<file path="config.mk">
export PLATFORM = sky130hd
export DESIGN_NAME = uart_packet_tx
export DESIGN_NICKNAME = d
export VERILOG_FILES = /design/src/rtl/uart_packet_tx.sv
export SDC_FILE = /design/constraint.sdc
export NUM_CORES = 1
export LEC_CHECK = 0
export CAP_MARGIN = 15
export CORE_MARGIN = 2
export CORE_UTILIZATION = 40
export CTS_CLUSTER_DIAMETER = 40
export DETAILED_ROUTE_END_ITERATION = 10
export PLACE_DENSITY = 0.52
export SYNTH_ARGS = -nofsm -noshare
export SYNTH_HDL_FRONTEND = slang
export SYNTH_SLANG_ARGS = --single-unit
</file>
<file path="constraint.sdc">
create_clock -name ck -period 6.1 [get_ports ck]
set_input_delay 0.915 -clock ck [delete_from_list [all_inputs] [get_ports ck]]
set_output_delay 0.915 -clock ck [all_outputs]
set_load 0.01 [all_outputs]
</file>
<file path="src/rtl/uart_packet_tx.sv">
// uart_packet_tx
//
// Last stage of the acquisition data path. Pops 8-bit samples from the
// sample queue into a local payload buffer (up to MAX_PAYLOAD bytes),
// then sends them to the host over a UART 8N1 line as one framed packet:
//   SYNC, LEN, payload[0..LEN-1], CHK   with CHK = (LEN + sum(payload)) mod 256
//
// A partial packet is closed once the queue has stayed empty for IDLE_TO
// consecutive cycles while gathering (and at least one byte is held).
//
// Ports
//   ck         in   system clock, rising edge
//   rst_n      in   asynchronous active-low reset
//   q_em       in   queue empty flag
//   q_data     in   queue head byte, valid while q_em=0
//   q_pp       out  pop strobe, one byte consumed per cycle it is high
//   tx         out  UART serial line, idle high
//   busy       out  high from leaving IDLE until the CHK stop bit completes
//   fsm_state  out  current FSM state encoding (debug visibility)
//
// Queue handshake: q_em low means q_data holds a valid byte (the "valid"
// side); q_pp is our combinational "ready/pop". A byte is transferred on
// every rising edge where q_em=0 and q_pp=1, and q_pp is never raised
// while q_em=1 or outside GATHER.

module uart_packet_tx #(
  parameter int         CLK_DIV     = 434,
  parameter int         MAX_PAYLOAD = 16,
  parameter int         IDLE_TO     = 1024,
  parameter logic [7:0] SYNC        = 8'hA5
) (
  input  logic       ck,
  input  logic       rst_n,
  input  logic       q_em,
  input  logic [7:0] q_data,
  output logic       q_pp,
  output logic       tx,
  output logic       busy,
  output logic [2:0] fsm_state
);

  localparam int CW    = $clog2(MAX_PAYLOAD + 1);
  localparam int TW    = $clog2(IDLE_TO + 1);
  // Buffer depth is rounded up to 2**CW so that a CW-bit index covers it
  // exactly; entries at or above MAX_PAYLOAD are never written.
  localparam int DEPTH = 1 << CW;

  localparam logic [CW-1:0] CNT_MAX  = CW'(MAX_PAYLOAD);
  localparam logic [TW-1:0] TMR_MAX  = TW'(IDLE_TO);
  localparam logic [15:0]   DIV_LAST = 16'(CLK_DIV - 1);
  localparam logic [3:0]    BIT_STOP = 4'd9;

  typedef enum logic [2:0] {
    IDLE   = 3'd0,
    GATHER = 3'd1,
    S_SYNC = 3'd2,
    S_LEN  = 3'd3,
    S_DATA = 3'd4,
    S_CHK  = 3'd5
  } state_t;

  state_t        state, state_nxt;
  logic [CW-1:0] cnt, cnt_nxt;
  logic [CW-1:0] idx, idx_nxt;
  logic [TW-1:0] tmr, tmr_nxt;
  logic [15:0]   div, div_nxt;
  logic [3:0]    bit_idx, bit_nxt;
  logic [7:0]    shreg, shreg_nxt;
  logic [7:0]    sum, sum_nxt;
  logic          tx_nxt;
  logic          frame_end;
  logic          send_nxt;
  logic [7:0]    pbuf [DEPTH];

  // ---------------------------------------------------------------------
  // Next-state, datapath and pop strobe
  // ---------------------------------------------------------------------
  always_comb begin
    state_nxt = state;
    cnt_nxt   = cnt;
    idx_nxt   = idx;
    tmr_nxt   = tmr;
    div_nxt   = div;
    bit_nxt   = bit_idx;
    shreg_nxt = shreg;
    sum_nxt   = sum;
    q_pp      = 1'b0;
    frame_end = 1'b0;

    // Bit timer shared by all send states. Bit 0 is the start bit, bits
    // 1..8 are data (shreg[0] is the bit on the line), bit 9 is the stop
    // bit. The shift happens when leaving a data bit so that bit 1 shows
    // the LSB of the freshly loaded byte.
    if (state inside {S_SYNC, S_LEN, S_DATA, S_CHK}) begin
      if (div == DIV_LAST) begin
        div_nxt = 16'd0;
        if (bit_idx == BIT_STOP) begin
          frame_end = 1'b1;
        end else begin
          bit_nxt = bit_idx + 4'd1;
          if (bit_idx != 4'd0) shreg_nxt = shreg >> 1;
        end
      end else begin
        div_nxt = div + 16'd1;
      end
    end

    case (state)
      IDLE: begin
        cnt_nxt = '0;
        tmr_nxt = '0;
        sum_nxt = 8'd0;
        if (!q_em) state_nxt = GATHER;
      end

      GATHER: begin
        q_pp = !q_em && (cnt != CNT_MAX);
        if (q_pp) begin
          cnt_nxt = cnt + CW'(1);
          sum_nxt = sum + q_data;
          tmr_nxt = '0;
        end else if (q_em && (tmr != TMR_MAX)) begin
          tmr_nxt = tmr + TW'(1);
        end
        // Exit is decided on the updated count/timer so that the start
        // bit goes out on the same edge as the last pop or last empty tick.
        if ((cnt_nxt == CNT_MAX) || ((tmr_nxt == TMR_MAX) && (cnt_nxt != '0))) begin
          state_nxt = S_SYNC;
          div_nxt   = 16'd0;
          bit_nxt   = 4'd0;
          shreg_nxt = SYNC;
        end
      end

      S_SYNC: begin
        if (frame_end) begin
          state_nxt = S_LEN;
          bit_nxt   = 4'd0;
          shreg_nxt = 8'(cnt);
        end
      end

      S_LEN: begin
        if (frame_end) begin
          state_nxt = S_DATA;
          bit_nxt   = 4'd0;
          shreg_nxt = pbuf[0];
          idx_nxt   = CW'(1);
        end
      end

      S_DATA: begin
        // idx counts payload bytes already loaded into the shifter.
        if (frame_end) begin
          bit_nxt = 4'd0;
          if (idx == cnt) begin
            state_nxt = S_CHK;
            shreg_nxt = sum + 8'(cnt);
          end else begin
            shreg_nxt = pbuf[idx];
            idx_nxt   = idx + CW'(1);
          end
        end
      end

      S_CHK: begin
        if (frame_end) begin
          state_nxt = IDLE;
          bit_nxt   = 4'd0;
          cnt_nxt   = '0;
          tmr_nxt   = '0;
          sum_nxt   = 8'd0;
        end
      end

      default: begin
        state_nxt = IDLE;
      end
    endcase

    // The line level is computed from next-cycle values so tx can be a
    // glitch-free register that changes on the same edge as the state.
    send_nxt = state_nxt inside {S_SYNC, S_LEN, S_DATA, S_CHK};
    if (!send_nxt) begin
      tx_nxt = 1'b1;
    end else if (bit_nxt == 4'd0) begin
      tx_nxt = 1'b0;
    end else if (bit_nxt == BIT_STOP) begin
      tx_nxt = 1'b1;
    end else begin
      tx_nxt = shreg_nxt[0];
    end
  end

  // ---------------------------------------------------------------------
  // State registers
  // ---------------------------------------------------------------------
  always_ff @(posedge ck or negedge rst_n) begin
    if (!rst_n) begin
      state   <= IDLE;
      cnt     <= '0;
      idx     <= '0;
      tmr     <= '0;
      div     <= 16'd0;
      bit_idx <= 4'd0;
      shreg   <= 8'd0;
      sum     <= 8'd0;
      tx      <= 1'b1;
    end else begin
      state   <= state_nxt;
      cnt     <= cnt_nxt;
      idx     <= idx_nxt;
      tmr     <= tmr_nxt;
      div     <= div_nxt;
      bit_idx <= bit_nxt;
      shreg   <= shreg_nxt;
      sum     <= sum_nxt;
      tx      <= tx_nxt;
    end
  end

  // Payload buffer: contents are don't-care after reset.
  always_ff @(posedge ck) begin
    if (q_pp) pbuf[cnt] <= q_data;
  end

  assign busy      = (state != IDLE);
  assign fsm_state = state;

endmodule

</file>
* Word level (Yosys, flattened, before mapping)
Memories as Yosys holds them, arrays and structs flattened. Cells that the tools add are included.
Operators by class: $add $sub $neg 7, equality and inequality tests 22, multiplexer cells 53, reductions and logical operators 18
Operators by type and width (number):
- 8-bit 2-to-1 mux | 11
- 16-bit 2-to-1 mux | 4
- 11-bit 2-to-1 mux | 4
- 11-bit one-hot mux with 3 select lines | 1
- 8-bit one-hot mux with 4 select lines | 1
- 5-bit 2-to-1 mux | 6
- 8-bit one-hot mux with 3 select lines | 1
- 3-bit 2-to-1 mux | 7
- 4-bit 2-to-1 mux | 5
- 3-bit one-hot mux with 6 select lines | 1
- 16-bit by 1-bit adder with 16-bit output (second input constant) | 1
- 16-bit by 9-bit == test with 1-bit output (second input constant) | 1
- 5-bit one-hot mux with 3 select lines | 1
- 3-bit by 2-bit == test with 1-bit output (second input constant) | 4
- 3-bit == test (second input constant) | 4
- 4-bit nonzero test | 3
- 11-bit by 1-bit adder with 11-bit output (second input constant) | 1
- 11-bit == test (second input constant) | 1
- 11-bit != test (second input constant) | 1
- 5-bit by 1-bit adder with 5-bit output (second input constant) | 2
- 2-bit != test (second input constant) | 5
- 5-bit one-hot mux with 2 select lines | 1
- 1-bit 2-to-1 mux | 9
- 8-bit by 5-bit adder with 8-bit output | 1
- 20 further kinds | 24
Storage, ports and cells: register bits 61, bits in writable memories 256, output and inout bits 6, logic and storage cells 110, memories kept 1
Memory list:
- pbuf | words 32, width 8, rd ports 2, clocked after memory_dff 0, write ports 1, line 73 | logic [7:0] pbuf [DEPTH];

* Logic depth before layout (Yosys ltp)
word-level depth 14, gate-level depth with buffers 14, mapped depth without buffers 11

* Least setup slack after synthesis
OpenSTA, ideal clock, no wires.
kind register to output, from register cnt[0], to output q_pp, arrival 1929 ps, setup slack 3256 ps, cell stages (with the launch flop) 8, buffers on the path 2, cells stage by stage dfrtp_1 -> clkbuf_1 -> inv_1 -> ha_1 -> and4bb_4 -> or2_1 -> nor2_1 -> clkbuf_1
On the way: cells in the longest elaborated chain, start to end 3
Ends and longest elaborated chain:
- from (decl) | line 63 | logic [CW-1:0] cnt, cnt_nxt;
- from (signal assigned) | line 211 | cnt <= cnt_nxt;
- 5-bit != test | line 117 | q_pp = !q_em && (cnt != CNT_MAX);
- 1-bit logical AND | line 117
- 1-bit 2-to-1 mux | line 108 | case (state)
- to (decl) | line 36 | output logic q_pp,
No other way between the ends.

* Final worst setup path
from input q_em, to output q_pp
On the way: cells in the longest elaborated chain, start to end 3
Ends and longest elaborated chain:
- from (decl) | line 34 | input logic q_em,
- 1-bit zero test | line 117
- 1-bit logical AND | line 117
- 1-bit 2-to-1 mux | line 108
No other way between the ends.

==> qor.yml <==
post_cts_resize_count: 0
yosysUniqueCellTypes: 75
synthCells: 967
final_area_um2: 16900
die-width_um: 195
pwr-share-clk_pct: 54.0
layout_commonest_cell: "edfxtp_1"
power_frac_seq_pct: 43.7
die_area_um2: 37900
wirelength_mm: 36.6
grt_max_degree: 54
finalSetupTns_ns: 0
drt_pass1_iterations: 5
dieHeight_um: 195
maxSlewViolCount: 0
finalHoldViolations: 0
crit_fanout: 21
yosys-top-cells-area: "edfxtp_1, mux4_2, dfrtp_1"
hold_buffers: 0
cts_root_buffer: "clkbuf_16"
holdWs_ns: 0.199
max_slew_margin_pct: 38.0
utilization_pct: 47.3
internal-power_mw: 4.16
clock_sinks: 317
drtAntennaViolNets: 0
grt_pass1_vias: 8616
synth-seq-area-share_pct: 63.4
worst_pin_slew_ns: 0.927
r2r-end: "shreg[6]"
finalCritPeriodShare_pct: 64.3
dpl_cell_area_um2: 15100
drcViolationCount: 0
clkLatencyLatePin_ns: 0.59
rows: 69
grt-ovfl-total: 0
end_kind: "output pin"
skew_ns: 0.0255
yosys_register_bits: 317
hp-class: "in -> async"
p_sw_mw: 1.23
io_pins: 17
cp.arrival_ns: 3.01
track_usage_pct: 20.0
wl_per_cell_um: 24.3
drtIter0Drc: 583
setup_viol: 0
netlist_area_um2: 14500
final_cell_mix: "edfxtp_1, nor2_1, mux4_2"
area_growth_pct: 16.0
synth_top_area_share_pct: 52.9
post-cts-setup-buffers: 0
p_total_mw: 5.39
synth.largest_area_cell: "edfxtp_1"
cts.reportedPaths.clkPinSlew_ns: 0.05
status: "finished clean"
reg2reg_from: "idx[0]"
async_flop_share_pct: 19.2
core_um2: 35700
antenna_found_initial: 2
startpoint_type: "input pin"
critical_path_class: "in -> out"
hpwl_mm: 23.3
swShare_pct: 22.8
grt_pass1_wl_mm: 56.1
synth_ff_type: "edfxtp_1"
irDropWorstVdd_uv: 220
cts_max_level: 2
r2r_cells: 8
worstPathRequired_ns: 5.18
initial_utilization_pct: 40.8
p_leak_nw: 5.77
vias_per_cell: 5.70
port_buffers: 16
cts_tree: "done"
cts.path.max_buffers: 3
rsz0062_at_grt: "false"
pwr-share-comb_pct: 2.3
nets: 1040
syn_avg_cell_area_um2: 15.0
synth-edff-count: 256
place.gp.congestion: 0.807
power_density_nw_per_um2: 319
cts_inserted_buffers: 50
synth_warnings: 0
maxClockFrequency_ghz: 0.255
finalCriticalPeriod_ns: 3.92
layout-drive-gt1-share_pct: 20.6
vias: 8586
rrSetupSlack_ns: 2.63
maxCapViolCount: 0
==> worst max path at each step <==
stage          cells past startpoint           to         start  slack, ns
3_5_place_dp                       6  pbuf[10][0]          q_em       2.00
3_3_place_gp                       6  pbuf[17][0]          q_em       2.06
4_1_cts                            5         q_pp  fsm_state[0]       2.16
2_1_floorplan                      7         q_pp        cnt[0]       3.26
5_1_grt                            5         q_pp          q_em       2.03
6_report                           5         q_pp          q_em       2.18
==> layer usage <==
layer,vias up,GRT usage (%),part of all wire [%]
li1,3833,-,-
met1,4419,28.6,45
met2,272,30.7,46
met3,60,3.78,5.6
met4,2,7.12,2.5
met5,-,0,0.035
==> Yosys cell counts (all sizes together) (5+ instances only) <==
| library cell | instances |
|---|---|
| o31ai | 5 |
| ha | 25 |
| o21ai | 54 |
| edfxtp | 256 |
| clkbuf | 29 |
| buf | 28 |
| mux4 | 77 |
| mux2i | 14 |
| xnor2 | 16 |
| a31oi | 8 |
| nand2 | 55 |
| nand4 | 15 |
| and2 | 8 |
| nor2 | 104 |
| nand2b | 7 |
| and3 | 6 |
| a21o | 10 |
| o41ai | 7 |
| nor2b | 12 |
| dfrtp | 60 |
| mux2 | 7 |
| inv | 15 |
| o21a | 5 |
| a22o | 6 |
| o211ai | 6 |
| nand3 | 21 |
| nor3 | 6 |
| xor2 | 19 |
| a21oi | 28 |
==> cell type report <==
type | count | area, um^2
tap | 461 | 577
timing repair buffer | 33 | 283
fill | 3106 | 18800
antenna | 1 | 2.50
clock inverter | 43 | 482
clock buffer | 51 | 1250
sequential | 317 | 9220
multi-input combinational | 585 | 4980
inverter | 15 | 56.3
==> kinds of logic after synthesis <==
group                      count (synthesis)  synth area share [%]
adders and majority gates                 27                  2.43
xor gates and xnor gates                  35                  2.11
AOI/OAI and AO/OA                        153                  6.77
muxes                                     98                  13.4
other                                      1                0.0258
and+or+nand+nor                          264                  9.35
DFF                                      317                  63.4
buffers and inverters                     72                  2.46
==> flip-flops by register name (all words and copies together), names as in the netlist <==
register   count
pbuf         256
div           16
tmr           11
shreg          8
sum            8
cnt            5
idx            5
bit_idx        4
fsm_state      3
tx             1
==> critical path, cell delays in order <==
cell             delay [ns]
clkdlybuf4s50_1        0.77
or2_1                  0.44
nor2_1                 0.10
buf_4                  0.20
clkdlybuf4s50_1        0.56
==> per-stage QoR <==
| step | std cells | setup WS, ns |
|---|---|---|
| 6_report | 1506 | 2.18 |
| 3_3_place_gp | 1411 | 2.06 |
| 5_1_grt | 1505 | 2.03 |
| 3_5_place_dp | 1411 | 2.00 |
| 4_1_cts | 1505 | 2.16 |
| 2_1_floorplan | 974 | 3.26 |
==> power by group through the flow <==
| stage | Sequential [mW] | Combinational, mW | Clock (mW) |
|---|---|---|---|
| 4_1_cts | 2.36 | 0.127 | 2.96 |
| 5_1_grt | 2.36 | 0.136 | 3.05 |
| 2_1_floorplan | 2.40 | 0.0501 | 0 |
| 3_3_place_gp | 2.40 | 0.127 | 0 |
| 6_report | 2.35 | 0.123 | 2.91 |
| 3_5_place_dp | 2.40 | 0.126 | 0 |
(Power assumes the default switching activity.)
==> RTL change 1, RTL diff (same flow settings) <==
Set the parameter `MAX_PAYLOAD` to 32 (it was 16).
--- a/src/rtl/uart_packet_tx.sv
+++ b/src/rtl/uart_packet_tx.sv
@@ -25,7 +25,7 @@
 
 module uart_packet_tx #(
   parameter int         CLK_DIV     = 434,
-  parameter int         MAX_PAYLOAD = 16,
+  parameter int         MAX_PAYLOAD = 32,
   parameter int         IDLE_TO     = 1024,
   parameter logic [7:0] SYNC        = 8'hA5
 ) (
Behaviour: same outputs for any inputs over 4 cycles, from zero or initial values and one cycle with rst_n low; that may be too few to reach the edited logic, so the function may still have changed.
==> RTL change 1 against the unedited design <==
First-iteration DRC count grew 150%; critical path type is now reg2reg; synthesized area grew 69%; die area grew 67%; via count grew 56%; wire length grew 71%; power grew 110%; count of clock-buffer cells in the layout grew 48; worst setup slack lost 0.51 ns; utilization is essentially flat; sequential cell count grew 258; hold slack gained 0.27 ns; final area grew 70%; clock power grew 75%.
==> RTL change 1: results (changes against the unedited design) <==
Logic synthesis:
- The proportion of synthesized chip area in sequential cells is 69.1% (+5.7 points).
- Counting instances in the post-synthesis netlist gives the leading cell types as edfxtp_1, mux4_2, nor2_1.
- By area the synthesized netlist is led by edfxtp_1, mux4_2, dfrtp_1, nor2_1, ha_1.
- The number of unique standard cell types used by synthesis was 71 (-5.3%).
- The number of enable-type register cells in the synthesized netlist is 512 (+100%).
- The synthesis-stage register bit count came to 575 (+81%).

Global route:
- The initial antenna violation count is 3 (+1).
- The pin count of the biggest net entering global routing is 66 (+22%).
- The first-pass GRT wire length is 92400 um (+65%).

Worst setup path:
- The largest stage delay on the critical path is 0.91 ns (+0.14 ns).

Cells and area:
- The number of nets in the layout is 1490 (+43%).
- The buffer count excluding the clock tree in the final layout is 41 (+24%).
- The portion of the layout cell area used by non-clock buffers is 1.19% (-0.49 points).
- The fraction of final layout cells sized beyond drive strength 1 is 25.1% (+4.5 points).
- The multi-input combinational cell count is 720 (+23%).
- The register area was 17000 um2 (+84%).
- The growth of design area from synthesis to finish is 16.5%.
- The largest registers in the layout are pbuf (512), div (16), tmr (11).

Routing:
- The average routed wire per standard cell came to 27.0 um (+11%).
- The iteration count of the initial detailed-routing pass is 8 (+3).

Placed design:
- The detailed-placement wirelength estimate is 38800 um (+67%).

Pwr:
- The largest voltage drop on the vdd net came to 0.000194 V (-12%).
- The switching fraction of total power is 27.2% (+4.4 points).
- The leakage power of the design is 9.22 nW (+60%).

Clocking:
- The clock latency at the later pin of the worst-skew pair was 0.63 ns (+0.04 ns).

Status:
- The flow ran to the end, and the final reports show no timing, DRC or antenna violations.

STA:
- The worst clock skew came to 0.0472 ns (+0.0217 ns).
-- RTL change 1: cell types whose count changed in the layout (fill, tap and decap cells not counted), moves of 9 or more --
cell       delta
inv_1        +11
mux4_2       +85
nor2_2       +10
clkbuf_16    +39
nor3_1        +9
nand3_1      +12
edfxtp_1    +256
nor2_1       +14
-- RTL change 1: per-layer routing --
metal	global-route usage (%)	vias up	part of all wire (%)
li1	-	5778	-
met4	5.03	2	1.4
met5	0	-	0.029
met2	30.2	458	46
met1	30.5	7090	46
met3	3.38	75	6.0
-- RTL change 1: through the flow --
stage               worst slack, ns  total power [mW]  std cells  hold slack (ns)
finish                         1.67              11.1       2311            0.468
global route                   1.44              11.5       2311            0.526
global placement               1.83              6.01       2145            0.535
detailed placement             1.75              6.03       2145            0.545
CTS                            1.70              11.1       2311            0.497
floorplan                      2.99              5.55       1399            0.479
-- RTL change 1: logic make-up after synthesis --
logic type      Yosys count
compound gates          153
xor+xnor                 43
fa+ha+maj                26
buf+inv                 104
flops                   575
mux                     182
simple gates            316
-- RTL change 1: worst paths after layout --
kind	start	endpoint	slack (ns)	depth (start not counted)
max reg2reg	fsm_state[0]	pbuf[13][4]	1.67	5
max in group asynchronous	rst_n	idx[1]	4.98	2
max	fsm_state[0]	pbuf[13][4]	1.67	5
min	rst_n	div[9]	0.47	2
min in group ck	sum[4]	sum[4]	0.55	2
min reg2reg	sum[4]	sum[4]	0.55	2
-- RTL change 1: power groups by stage --
stage	logic (mW)	registers, mW	clock network [mW]
final	1.28	4.69	5.09
after global routing	1.40	4.71	5.36
after CTS	1.27	4.69	5.18
after detailed placement	1.27	4.76	0
after global placement	1.26	4.76	0
after floorplan	0.915	4.63	0
==> RTL change 2, RTL diff (config.mk and constraints unchanged) <==
Made on the original files. The output `tx` loses its register stage (`tx` becomes a continuous assignment). Comments in the files are not updated.
--- a/src/rtl/uart_packet_tx.sv
+++ b/src/rtl/uart_packet_tx.sv
@@ -205,7 +205,6 @@
       bit_idx <= 4'd0;
       shreg   <= 8'd0;
       sum     <= 8'd0;
-      tx      <= 1'b1;
     end else begin
       state   <= state_nxt;
       cnt     <= cnt_nxt;
@@ -215,9 +214,10 @@
       bit_idx <= bit_nxt;
       shreg   <= shreg_nxt;
       sum     <= sum_nxt;
-      tx      <= tx_nxt;
     end
   end
+
+  assign tx = tx_nxt;
 
   // Payload buffer: contents are don't-care after reset.
   always_ff @(posedge ck) begin
Formal check against the unedited RTL: no difference found for any inputs over 4 cycles, from zero or initial values and one cycle with rst_n low; that may be too few to reach the edited logic, so the function may still have changed.
==> RTL change 2 against the unedited design <==
The flow now finishes with violations (DRC); first-iteration DRC count decreased by 12%; non-clock buffer count decreased by 1; wire length decreased by 8.3%; sequential cell count decreased by 1; synthesized area decreased by 0.18%; final area decreased by 1.3%; worst setup slack got worse by 1.4 ns; count of clock-buffer cells in the layout increased by 12; largest cell class unchanged; power decreased by 6.2%; via count decreased by 1.9%; sequential power about the same; die area decreased by 0.17%.
==> RTL change 2: results (changes against the unedited design) <==
Status:
- The flow ran to the end, but the final reports show violations.
- The final reports fail on DRC.

Global route:
- The all-layer global routing usage came to 18.1% (-1.9 points).
- The initial antenna violation count was 0 (-2).
- The pin count of the biggest net entering global routing was 61 (+13%).
- The first-pass GRT wire length was 51400 um (-8.3%).
- The via count of the first global-routing pass is 8285 (-3.8%).

Routing:
- The detailed-route DRC error count is 3 (+3).
- The starting DRC count in detailed routing is 514 (-12%).
- The via count is 8424 (-1.9%).

Pwr:
- The switching fraction of total power is 21.1% (-1.8 points).
- The sequential share of power is 46.5% (+2.8 points).
- The leakage power of the design was 5.65 nW (-2.2%).

Logic synthesis:
- The fraction of synthesized area in multiplexers was 13.5% (+0.024 points).
- The area share of fa/ha/maj cells after synthesis is 2.43% (+0.0044 points).
- The number of instances in the synthesized netlist is 966 (-0.10%).
- The compound-gate portion of the synthesized area is 6.78% (+0.012 points).
- The number of unique standard cell types used by synthesis is 74 (-1.3%).
- In the post-synthesis netlist, the biggest area contributors are edfxtp_1, mux4_2, dfrtp_1, nor2_1, ha_1.
- The XOR/XNOR share of the synthesized area is 2.11% (+0.0038 points).
- The post-synthesis async set-or-reset flop share came to 19.0% (-0.26 points).
- The proportion of synthesized chip area in sequential cells was 63.3% (-0.066 points).

Worst setup path:
- The largest stage delay on the critical path is 0.95 ns (+0.18 ns).
- The most critical setup path has its endpoint at tx.
- The register-to-register setup slack is 2.36 ns (-0.27 ns).

Worst hold path:
- In this run the worst hold path is classified as reg2reg.

STA:
- The fmax is 189 MHz (-26%).
- The transition time at the pin with the least slew margin is 0.834 ns (-0.0925 ns).

Clocking:
- The clock latency at the later pin of the worst-skew pair was 0.57 ns (-0.02 ns).

Placed design:
- The detailed-placement wirelength estimate is 20800 um (-11%).
- The pre-CTS setup slack is 0.821 ns (-1.18 ns).
- The number of cells after detailed placement was 1409 (-0.14%).
- The weighted congestion at the end of routability-driven global placement is 0.829 (+2.8%).

Cells and area:
- The total of fill cells in the finished design was 3117 (+0.35%).
- The number of antenna cells inserted came to 0 (-1).
- The fraction of final layout cells sized beyond drive strength 1 was 18.7% (-1.9 points).
- The number of nets in the layout is 1037 (-0.29%).
[RTL change 2: cell count changes in the layout (fill, tap and decap cells not counted), moves of 3 or more]
cell / unedited run / this run
clkbuf_1: 1 / 12
clkinv_1: 1 / 5
inv_8: 4 / 0
inv_6: 15 / 1
clkinv_4: 2 / 6
bufinv_16: 5 / 2
[RTL change 2: critical path: cells and delay by family]
kind	cells	cell delay [ns]
AOI/OAI and AO/OA	5	1.43
and+or+nand+nor	3	0.60
buffers and inverters	2	1.43
[RTL change 2: metal layers]
| metal | global-route usage, % | wire length (um) | vias up |
|---|---|---|---|
| met1 | 26.1 | 15400 | 4267 |
| met2 | 27.2 | 15200 | 274 |
| met3 | 3.70 | 2060 | 66 |
| li1 | - | - | 3817 |
| met5 | 0 | 0 | - |
| met4 | 6.92 | 900 | 0 |
[RTL change 2: area by class of cell]
class,count,area share [%]
well taps,461,3.47
inverters,15,0.338
repair buffers,32,1.65
clock inverters,27,1.44
clock buffers,63,7.87
flip-flops and latches,316,55.3
multi-input cells,585,30.0
